--- config.mk ---
export PLATFORM = sky130hd
export DESIGN_NAME = posit_serial_decode
export DESIGN_NICKNAME = d
export VERILOG_FILES = /design/src/rtl/posit_serial_pkg.sv /design/src/rtl/posit_serial_decode.sv
export SDC_FILE = /design/constraint.sdc
export NUM_CORES = 1
export LEC_CHECK = 0
export CAP_MARGIN = 10
export CORE_MARGIN = 4
export CORE_UTILIZATION = 55
export CTS_CLUSTER_DIAMETER = 50
export CTS_CLUSTER_SIZE = 28
export DETAILED_ROUTE_END_ITERATION = 10
export PLACE_DENSITY = 0.76
export SLEW_MARGIN = 20
export SYNTH_ARGS = -nofsm -noshare
export SYNTH_HDL_FRONTEND = slang
export SYNTH_SLANG_ARGS = --single-unit
--- constraint.sdc ---
create_clock -name clock -period 1.95 [get_ports clock]
set_input_delay 0.39 -clock clock [delete_from_list [all_inputs] [get_ports clock]]
set_output_delay 0.39 -clock clock [all_outputs]
set_load 0.01 [all_outputs]
--- src/rtl/posit_serial_pkg.sv ---
// Shared definitions for the bit-serial posit decoder: FSM states and the
// derived output widths.
package posit_serial_pkg;

    typedef enum logic [2:0] {
        IDLE,
        REGIME,
        EXP,
        FRAC,
        DONE
    } state_t;

    function automatic int exp_width(input int width, input int es);
        return $clog2(width) + es + 1;
    endfunction

    function automatic int frac_width(input int width, input int es);
        return ((width - 3 - es) < 1) ? 1 : (width - 3 - es);
    endfunction

endpackage

--- src/rtl/posit_serial_decode.sv ---
// Bit-serial posit unpacker: accepts one packed posit, walks its bits MSB first
// (regime, exponent, fraction) one per cycle and presents the unpacked fields.
module posit_serial_decode
    import posit_serial_pkg::*;
#(
    parameter int WIDTH = 8,
    parameter int ES = 1,
    localparam int EXP_WIDTH = exp_width(WIDTH, ES),
    localparam int FRAC_WIDTH = frac_width(WIDTH, ES)
) (
    input  logic                        clock,
    input  logic                        resetn,
    input  logic                        in_valid,
    output logic                        in_ready,
    input  logic [WIDTH-1:0]            in_bits,
    output logic                        out_valid,
    input  logic                        out_ready,
    output logic                        out_sign,
    output logic                        out_is_zero,
    output logic                        out_is_inf,
    output logic signed [EXP_WIDTH-1:0] out_exp,
    output logic [FRAC_WIDTH-1:0]       out_frac
);

    localparam int CW = $clog2(WIDTH) + 1;
    localparam int EW = (ES > 0) ? ES : 1;

    state_t                state, state_nx;
    logic [WIDTH-1:0]      sreg;
    logic [CW-1:0]         cnt;
    logic [CW-1:0]         run;
    logic [CW-1:0]         ecnt;
    logic [CW-1:0]         fcnt;
    logic                  r0;
    logic [EW-1:0]         e_q;
    logic [FRAC_WIDTH-1:0] frac_q;
    logic                  sign_q;
    logic                  zero_q;
    logic                  inf_q;

    logic                  cur_bit;
    logic                  special;
    logic                  last_bit;
    logic [EW-1:0]         e_mask;
    logic [FRAC_WIDTH-1:0] f_mask;
    logic signed [EXP_WIDTH-1:0] e_ext;

    // Regime contribution k: run-1 for a run of ones, -run for a run of zeros.
    function automatic logic signed [EXP_WIDTH-1:0] regime_k(input logic [CW-1:0] r,
                                                              input logic ones);
        logic signed [EXP_WIDTH-1:0] rr;
        rr = EXP_WIDTH'(r);
        return ones ? (rr - EXP_WIDTH'(1)) : -rr;
    endfunction

    assign cur_bit  = sreg[WIDTH-2];
    assign special  = (in_bits[WIDTH-2:0] == '0);
    assign last_bit = (cnt == CW'(1));

    always_ff @(posedge clock or negedge resetn) begin
        if (!resetn) begin
            state <= IDLE;
        end else begin
            state <= state_nx;
        end
    end

    always_comb begin
        state_nx = state;
        unique case (state)
            IDLE: begin
                if (in_valid) begin
                    state_nx = special ? DONE : REGIME;
                end
            end
            REGIME: begin
                if (last_bit) begin
                    state_nx = DONE;
                end else if ((run != '0) && (cur_bit != r0)) begin
                    if (ES > 0) state_nx = EXP;
                    else        state_nx = FRAC;
                end
            end
            EXP: begin
                if (last_bit) begin
                    state_nx = DONE;
                end else if (ecnt == CW'(ES - 1)) begin
                    state_nx = FRAC;
                end
            end
            FRAC: begin
                if (last_bit) state_nx = DONE;
            end
            DONE: begin
                if (out_ready) state_nx = IDLE;
            end
            default: state_nx = IDLE;
        endcase
    end

    always_comb begin
        in_ready  = (state == IDLE);
        out_valid = (state == DONE);
    end

    // One-hot landing positions for the next exponent / fraction bit, MSB first.
    always_comb begin
        e_mask = '0;
        f_mask = '0;
        for (int i = 0; i < EW; i++) begin
            if (i == ES - 1 - int'(ecnt)) e_mask[i] = 1'b1;
        end
        for (int i = 0; i < FRAC_WIDTH; i++) begin
            if (i == FRAC_WIDTH - 1 - int'(fcnt)) f_mask[i] = 1'b1;
        end
    end

    always_ff @(posedge clock or negedge resetn) begin
        if (!resetn) begin
            sreg   <= '0;
            cnt    <= '0;
            run    <= '0;
            ecnt   <= '0;
            fcnt   <= '0;
            r0     <= 1'b0;
            e_q    <= '0;
            frac_q <= '0;
            sign_q <= 1'b0;
            zero_q <= 1'b0;
            inf_q  <= 1'b0;
        end else begin
            if ((state == IDLE) && in_valid) begin
                sign_q <= in_bits[WIDTH-1] && !special;
                zero_q <= special && !in_bits[WIDTH-1];
                inf_q  <= special && in_bits[WIDTH-1];
                sreg   <= in_bits[WIDTH-1] ? -in_bits : in_bits;
                cnt    <= special ? '0 : CW'(WIDTH - 1);
                run    <= '0;
                ecnt   <= '0;
                fcnt   <= '0;
                r0     <= 1'b0;
                e_q    <= '0;
                frac_q <= '0;
            end
            if ((state == REGIME) || (state == EXP) || (state == FRAC)) begin
                sreg <= sreg << 1;
                cnt  <= cnt - CW'(1);
            end
            if (state == REGIME) begin
                if (run == '0) begin
                    r0  <= cur_bit;
                    run <= CW'(1);
                end else if (cur_bit == r0) begin
                    run <= run + CW'(1);
                end
            end
            if (state == EXP) begin
                if (cur_bit) e_q <= e_q | e_mask;
                ecnt <= ecnt + CW'(1);
            end
            if (state == FRAC) begin
                if (cur_bit) frac_q <= frac_q | f_mask;
                fcnt <= fcnt + CW'(1);
            end
        end
    end

    assign e_ext       = EXP_WIDTH'(e_q);
    assign out_exp     = (regime_k(run, r0) <<< ES) + e_ext;
    assign out_frac    = frac_q;
    assign out_sign    = sign_q;
    assign out_is_zero = zero_q;
    assign out_is_inf  = inf_q;

endmodule

== After elaboration in Yosys (flattened, before gate mapping) ==
Cells that the tools add are included.
Cells by class
  reductions and logical operators: 20
  muxes and demuxes: 37
  $add $sub $neg: 10
  bitwise gates (word level): 2
  equality and inequality tests: 15
Operators by type and width (number)
  $logic_not A32 Y1: 2
  $mux W4: 13
  $mux W3: 9
  $mux W7: 3
  $pmux W3 S5: 1
  $add A4 B1 Y4 const B: 3
  $mux W1: 11
  $eq A3 B5 Y1 const A: 2
  $logic_not A4 Y1: 2
  $sub A4 B1 Y4 const B: 2
  $logic_not A7 Y1: 1
  $neg A7 Y7: 1
  $eq A3 B2 Y1 const B: 2
  $ne A3 B3 Y1 const B: 2
  $reduce_bool A2 Y1: 3
  $add A5 B2 Y5: 1
  $eq A2 B5 Y1 const A: 1
  $logic_and A1 B1 Y1: 5
  $reduce_and A5 Y1: 1
  $sub A1 B4 Y5 const A: 1
  $sub A2 B4 Y5 const A: 1
  $eq A4 B1 Y1 const B: 1
  $ne A2 B2 Y1 const B: 2
  $neg A4 Y4: 1
  11 further kinds: 13
Word-level totals
  word-level logic and storage cells: 96
  register bits: 35
  output and inout bits: 14

== Depth between registers and ports, before layout ==
Gate-level depths: netlist of the first run.
  depth after elaboration: 6
  mapped depth: 6

== Worst setup path before layout of the first run ==
Ideal clock, no wire load.
  path kind: input to register
  start point: input in_bits[0]
  end point: register sreg[6]
  data arrival time: 1405 ps
  stages: 6
  path buffers: 0
  path slack: 415 ps
  path through: inv_1 > ha_1 > or3b_1 > o31ai_1 > xor2_1 > o21ai_0
Between the ends
  word-level cells in the longest chain between the ends: 4
RTL lines
  start, declared: RTL line posit_serial_decode.sv:15  | input logic [WIDTH-1:0] in_bits,
  $neg A7 Y7: RTL line posit_serial_decode.sv:136  | sreg <= in_bits[WIDTH-1] ? -in_bits : in_bits;
  $mux W7: RTL line posit_serial_decode.sv:136
  $mux W7: RTL line posit_serial_decode.sv:132  | if ((state == IDLE) && in_valid) begin
  $mux W7: RTL line posit_serial_decode.sv:145  | if ((state == REGIME) || (state == EXP) || (state == FRAC)) begin
  end signal, assigned: RTL line posit_serial_decode.sv:136
  end signal, assigned: RTL line posit_serial_decode.sv:146  | sreg <= sreg << 1;
  end, declared: RTL line posit_serial_decode.sv:29  | logic [WIDTH-1:0] sreg;
Every way passes these cells. The select of a mux whose other input is x is not followed.
A chain may end at the register's enable or synchronous reset.

== Final worst setup path of the first run ==
  start point: register run[1]
  end point: output out_exp[2]
Between the ends
  word-level cells in the longest chain between the ends: 3
RTL lines
  start, declared: RTL line posit_serial_decode.sv:31  | logic [CW-1:0] run;
  start signal, assigned: RTL line posit_serial_decode.sv:154  | run <= run + CW'(1);
  $neg A4 Y4 / $sub A4 B1 Y4 (equally long branches): RTL line posit_serial_decode.sv:53  | return ones ? (rr - EXP_WIDTH'(1)) : -rr;
  $mux W4 (*): RTL line posit_serial_decode.sv:53
  $add A5 B2 Y5 (*): RTL line posit_serial_decode.sv:169  | assign out_exp = (regime_k(run, r0) <<< ES) + e_ext;
  end, declared: RTL line posit_serial_decode.sv:21  | output logic signed [EXP_WIDTH-1:0] out_exp,
Mark *: on every way between the ends. The rest lies on a longest branch, timed or not.

==> metrics.yaml, run 1 <==
min_path:
  min_from: "cnt[3]$_DFFE_PN0P_"
  hp-class: "reg -> reg"
critical_path:
  cp_top_family: "flip-flops"
  critPathArrivalTime_ns: 1.49
  crit_path_start: "run[1]$_DFF_PN0_"
  r2r_start: "state[0]$_DFFE_PN0P_"
  crit_required_ns: 1.56
  endpoint_kind: "primary output"
  crit_type: "reg -> out"
  crit_path_start_kind: "register"
  crit_slowest_cell: "dfrtp_1"
  crit_fanout: 2
  crit_buf_inv: 2
  cpPeakStageDelay_ns: 0.39
  path_cells: "inv_1 -> ha_2 -> xor2_1 -> dlygate4sd2_1"
synthesis:
  synth_compound_area_share_pct: 16.5
  ys_types: 45
  muxShareOfSynthArea_pct: 2.43
  yosysWarnings: 0
  synthSimpleGateAreaFrac_pct: 20.3
  netlist.area_leader.share_pct: 42.6
  syn-num-nets: 237
  async_reset_ff_share_pct: 100
  synthFlopType: "dfrtp_1"
  synth_area_per_cell_um2: 9.66
  syn_inst: 213
  ys_seq_elements: 35
  synth_xor_area_share_pct: 5.96
  syn_area_um2: 2060
  yosysSeqAreaShare_pct: 42.6
  synth-edff-count: 0
  netlist_top_cells_area: "dfrtp_1 43%, ha_1 7.3%, o21ai_0 4.6%, nand2_1 4.6%, xor2_1 3.8%"
  yosys.area.top_type: "dfrtp_1"
  synth_top_family_by_area: "simple AND/OR/NAND/NOR gates"
  yosys.area_share.adder_pct: 7.30
power_and_ir_drop:
  netSwitchingFraction_pct: 41.1
  switching_power_w: 0.00150
  power_frac_comb_pct: 52.8
  internal-power_w: 0.00215
  power_density_nw_per_um2: 1420
  ir_drop_v: 0.000811
  clockPowerShare_pct: 13.8
  total_power_w: 0.00365
  seqPwrFrac_pct: 33.5
  p_leak_nw: 1.20
floorplan:
  rows: 21
  ios: 26
  die_width_um: 69.2
  die_area_um2: 4780
  initial_utilization_pct: 59.3
  die_h_um: 69.2
  core_um2: 3470
sta:
  fin_crit_ns: 1.88
  worst_slack_ns: 0.0683
  hold_viol: 0
  setup_viol: 0
  maxSlewHeadroom_pct: 65.3
  post-route-period-util_pct: 96.5
  tightest_slew_ns: 0.515
  maxSlewViolCount: 0
  finClkSkew_ns: 0.00636
  rsz0062_at_grt: "false"
  fmax_mhz: 531
finish:
  multi_input_area_um2: 1100
  syn_to_final_growth_pct: 25.1
  fillers: 264
  nNetsFinal: 280
  fin_area_um2: 2570
  layout-drive-gt1-share_pct: 16.3
  num_antenna_cells: 0
  seq_area_um2: 880
  final-instance-count-excl-fill: 303
route:
  wire_per_inst_um: 14.8
  wl_mm: 4.48
  route.detailed.drc: 0
  vias: 1724
  ant_nets: 0
  drt-initial-drc-count: 78
  dr.pass1.iters: 4
  via_per_inst: 5.69
grt:
  first_global_vias: 1733
  grt_max_degree: 36
  grt_first_pass_wirelength_mm: 7.73
  antenna_found_initial: 0
  track_usage_pct: 19.5
  grt_overflow: 0
outcome:
  status: "completed"
clocking:
  path_clk_slew_ns: 0.07
  cts_sinks: 35
  cts_buffer_depth: 2
  cts_tree: "done"
  clock-root-buffer: "clkbuf_8"
  cts_made_buffers: 5
  cts_max_level: 2
  clk_latency_ns: 0.29
job:
  maxCapViolCount: 0
place:
  routabilityCongestion: 0.866
  dp_hpwl_mm: 3.33
  port_buffers: 25
  dp_cells: 292
  dpl_cell_area_um2: 2440
  place_ws_ns: -0.174
-- flip-flops by register name (all words and copies together), names as in the netlist, 3 cells and up --
| signal | flops |
|---|---|
| sreg | 7 |
| state | 3 |
| out_frac | 4 |
| run | 4 |
| cnt | 4 |
| fcnt | 4 |
| ecnt | 4 |
-- synth_stat cells (2+ instances only) --
| cell type | count |
|---|---|
| ha_1 | 12 |
| nand3_1 | 9 |
| dfrtp_1 | 35 |
| buf_4 | 3 |
| inv_1 | 13 |
| and3b_1 | 2 |
| a21oi_1 | 9 |
| nand2_1 | 25 |
| buf_2 | 5 |
| a22o_1 | 2 |
| nor3_1 | 4 |
| o21ai_0 | 19 |
| xor2_1 | 9 |
| nor4b_4 | 2 |
| o31ai_1 | 4 |
| nor3b_1 | 2 |
| nor2_4 | 2 |
| xnor2_1 | 5 |
| mux2i_1 | 5 |
| a22oi_1 | 5 |
| o211ai_1 | 4 |
| nor2_1 | 14 |
-- path summary, 6_finish.rpt --
path,cells past startpoint,endpoint,slack (ns)
hold reg to reg,1,cnt[3]$_DFFE_PN0P_,0.49
hold / removal,1,cnt[3]$_DFFE_PN0P_,0.49
setup / recovery,4,out_exp[2],0.07
min in group asynchronous,2,out_frac[3]$_DFF_PN0_,0.52
setup reg to reg,6,sreg[3]$_DFFE_PN0P_,0.13
max in group asynchronous,2,state[2]$_DFFE_PN0P_,1.09
-- routing by layer --
metal	vias to the layer above	part of all wire [%]	GRT usage, %
li1	838	-	-
met1	845	44	23.5
met2	36	52	34.9
met3	5	3.4	3.63
met4	0	0.89	6.29
met5	-	0	0
-- power groups by stage --
stage | combinational, W | clock [W] | sequential [W]
after floorplan | 0.00125 | 0 | 0.00117
after global routing | 0.00213 | 0.000551 | 0.00126
final | 0.00193 | 0.000502 | 0.00122
after CTS | 0.00195 | 0.000516 | 0.00121
after global placement | 0.00183 | 0 | 0.00121
after detailed placement | 0.00193 | 0 | 0.00122
-- timing repair --
action                     CTS  global route
resized for setup            9             5
hold endpoints to repair     0             0
setup endpoints to repair    5             4
pin swaps                    0             0
hold buffers                 0             0
cloned                       0             0
buffers inserted             3             0
-- layout make-up --
| type | count | share of cell area (%) |
|---|---|---|
| multi-input cells | 156 | 42.8 |
| flip-flops and latches | 35 | 34.2 |
| repair buffers | 45 | 15.7 |
| clock buffers | 7 | 2.97 |
| well taps | 46 | 2.24 |
| inverters | 13 | 1.90 |
| clock inverters | 1 | 0.195 |
-- cell usage in the layout, fill, tap and decap left out, types with 4 or more instances in the layout --
cell type        count
a21oi_1              9
a22oi_1              5
buf_4               20
clkbuf_8             5
clkdlybuf4s50_1     19
dfrtp_1             32
ha_1                11
inv_1               13
mux2i_1              5
nand2_1             25
nand3_1              9
nor2_1              13
o211ai_1             4
o21ai_0             19
xnor2_1              5
xor2_1               9
-- kinds of logic after synthesis --
| group | after synthesis |
|---|---|
| multiplexers | 5 |
| flip-flops | 35 |
| AO/OA/AOI/OAI | 52 |
| AND/OR/NAND/NOR | 73 |
| XOR/XNOR | 14 |
| buffers and inverters | 22 |
| adder cells (fa/ha/maj) | 12 |
-- through the flow --
step	util [%]	TNS [ns]	hold WS, ns
2_1_floorplan	-	0	0.0944
3_5_place_dp	70.4	-0.242	0.477
4_1_cts	73.7	0	0.486
5_1_grt	74.2	0	0.504
6_report	74.2	0	0.490
3_3_place_gp	70.4	-0.0989	0.461
(Power assumes the default switching activity.)
==> run 2: changes to the inputs <==
--- a/config.mk
+++ b/config.mk
@@ -6,11 +6,11 @@
 export NUM_CORES = 1
 export LEC_CHECK = 0
 export CAP_MARGIN = 10
-export CORE_MARGIN = 4
 export CORE_UTILIZATION = 55
 export CTS_CLUSTER_DIAMETER = 50
 export CTS_CLUSTER_SIZE = 28
 export DETAILED_ROUTE_END_ITERATION = 10
+export GPL_TIMING_DRIVEN = 1
 export PLACE_DENSITY = 0.76
 export SLEW_MARGIN = 20
 export SYNTH_ARGS = -nofsm -noshare
==> metrics.yaml, run 2 (synthesis gave the netlist of run 1 again) <==
job:
  maxCapViolCount: 0  # unchanged
finish:
  layout_common_cells: "32 x dfrtp_1, 25 x nand2_1, 23 x buf_4, 19 x o21ai_0, 19 x clkdlybuf4s50_1"
  fin_area_um2: 2580  # +0.49%
  nNetsFinal: 283  # +1.1%
  final_common_cell: "dfrtp_1"
  top_register: "sreg"
  layout-drive-gt1-share_pct: 16.6  # +0.26 points
  num_antenna_cells: 0  # unchanged
  largest_reg_flops: 7  # unchanged
  syn_to_final_growth_pct: 25.7
grt:
  grt_max_degree: 36  # unchanged
  first_global_vias: 1790  # +3.3%
  grt_first_pass_wirelength_mm: 7.91  # +2.3%
  track_usage_pct: 25.7  # +6.1 points
  grt_overflow: 0  # unchanged
  antenna_found_initial: 0  # unchanged
sta:
  maxSlewViolCount: 0  # unchanged
  hold_viol: 0  # unchanged
  fin_crit_ns: 1.86  # -0.0178 ns
  tightest_slew_ns: 0.452  # -0.0623 ns
  fmax_mhz: 537  # +0.95%
  setup_viol: 0  # unchanged
  worst_slack_ns: 0.0861  # +0.0178 ns
  finClkSkew_ns: 0.00339  # -0.00298 ns
  holdWs_ns: 0.481  # -0.00865 ns
  maxSlewHeadroom_pct: 69.5  # +4.2 points
  rsz0062_at_grt: "false"
  post-route-period-util_pct: 95.6  # -0.91 points
power_and_ir_drop:
  clockPowerShare_pct: 14.7  # +0.9 points
  switching_power_w: 0.00148  # -1.1%
  power_frac_comb_pct: 52.1  # -0.7 points
  netSwitchingFraction_pct: 40.7  # -0.39 points
  ir_drop_v: 0.000879  # +8.4%
  seqPwrFrac_pct: 33.3  # -0.2 points
  internal-power_w: 0.00216  # +0.44%
  p_leak_nw: 1.21  # +0.78%
  power_density_nw_per_um2: 1410  # -0.69%
critical_path:
  crit_type: "reg -> out"
  ff2ff_setup_slack_ns: 0.16  # +0.03 ns
  crit_required_ns: 1.56  # about the same
  cp_top_family: "buffers and inverters"
  r2r_start: "state[0]$_DFFE_PN0P_"
  r2r_cells: 7  # +1
  critPathArrivalTime_ns: 1.47  # -0.02 ns
  crit_buf_inv: 2  # unchanged
  endpoint_kind: "primary output"
  crit_fanout: 5  # +3
  crit_slowest_cell: "dfrtp_2"
  crit_path_start_kind: "register"
  cpPeakStageDelay_ns: 0.41  # +0.02 ns
  path_cells: "buf_4 -> xor2_1 -> xnor2_1 -> dlygate4sd2_1"
  r2r-end: "fcnt[3]$_DFFE_PN0P_"
  cp.depth: 4  # unchanged
place:
  dpl_cell_area_um2: 2460  # +0.62%
  routabilityCongestion: 0.869  # +0.39%
  place_ws_ns: -0.127  # +0.0468 ns
  dp_hpwl_mm: 3.26  # -2.2%
  port_buffers: 25  # unchanged
route:
  wl_mm: 4.44  # -0.87%
  vias: 1715  # -0.52%
  drt-initial-drc-count: 77  # -1.3%
  route.detailed.drc: 0  # unchanged
  wire_per_inst_um: 14.6  # -1.5%
  via_per_inst: 5.62  # -1.2%
  ant_nets: 0  # unchanged
  dr.pass1.iters: 4  # unchanged
floorplan:
  die_area_um2: 3990  # -17%
  die_h_um: 63.2  # -8.7%
  ios: 26  # unchanged
  initial_utilization_pct: 59.3  # unchanged
  core_um2: 3470  # unchanged
  rows: 21  # unchanged
  die_width_um: 63.2  # -8.7%
clocking:
  path_clk_slew_ns: 0.07  # about the same
  cts_hold_buf: 0  # unchanged
  cts_tree: "done"
  cts_made_buffers: 5  # unchanged
  clk_latency_ns: 0.29  # about the same
  cts_max_level: 2  # unchanged
  cts_buffer_depth: 2  # unchanged
  clock-root-buffer: "clkbuf_8"
  cts_sinks: 35  # unchanged
min_path:
  holdPathStages: 2  # +1
  hp-class: "reg -> reg"
  whs_endpoint: "out_sign$_DFFE_PN0P_"
  min_from: "out_sign$_DFFE_PN0P_"
outcome:
  status: "completed"
==> run 2: metrics by stage <==
stage,total power (W),TNS [ns],std cells,util [%]
floorplan,0.00242,0,213,-
global placement,0.00303,-0.106,294,70.8
detailed placement,0.00310,-0.379,294,70.8
CTS,0.00366,0,305,74.4
global route,0.00394,0,305,74.5
finish,0.00364,0,305,74.5
==> run 2: repair_timing <==
action                                  CTS  global route
endpoints found under the hold margin     0             0
buffers inserted                          4             0
resized for setup                         9             2
endpoints found under the setup margin    5             2
==> run 2: how the worst max path moves through the flow <==
| stage | start | end | slack [ns] |
|---|---|---|---|
| detailed placement | in_bits[0] | sreg[6]$_DFFE_PN0P_ | -0.13 |
| finish | r0$_DFF_PN0_ | out_exp[4] | 0.09 |
| global route | r0$_DFF_PN0_ | out_exp[4] | 0.02 |
| CTS | r0$_DFF_PN0_ | out_exp[1] | 0.008 |
| floorplan | in_bits[0] | sreg[6]$_DFFE_PN0P_ | 0.41 |
| global placement | in_bits[1] | sreg[6]$_DFFE_PN0P_ | -0.07 |
==> run 2: tightest hold or removal path, stage by stage (launching register included) <==
cell and delay, ns:
dfrtp_1 0.34, nand2_1 0.04, o21ai_0 0.06
==> run 2: area by class of cell <==
class	instances	area (µm²)
multi-input cells	156	1090
flip-flops and latches	35	880
clock buffers	6	82.6
fillers	257	883
repair buffers	48	423
clock inverters	1	5.00
well taps	46	57.6
inverters	13	48.8
==> run 2: power groups by stage <==
stage               sequential, W  combinational [W]  clock (W)
floorplan                 0.00117            0.00125          0
CTS                       0.00121            0.00191   0.000548
detailed placement        0.00123            0.00188          0
finish                    0.00121            0.00190   0.000534
global placement          0.00121            0.00182          0
global route              0.00125            0.00212   0.000569
==> run 2: metal layers <==
metal  GRT usage (%)  share of wire (%)  vias up
li1                -                  -      844
met1            32.4                 44      822
met2            41.0                 50       42
met3            6.34                4.3        7
met4            12.2                1.8        0
met5               0                  0        -
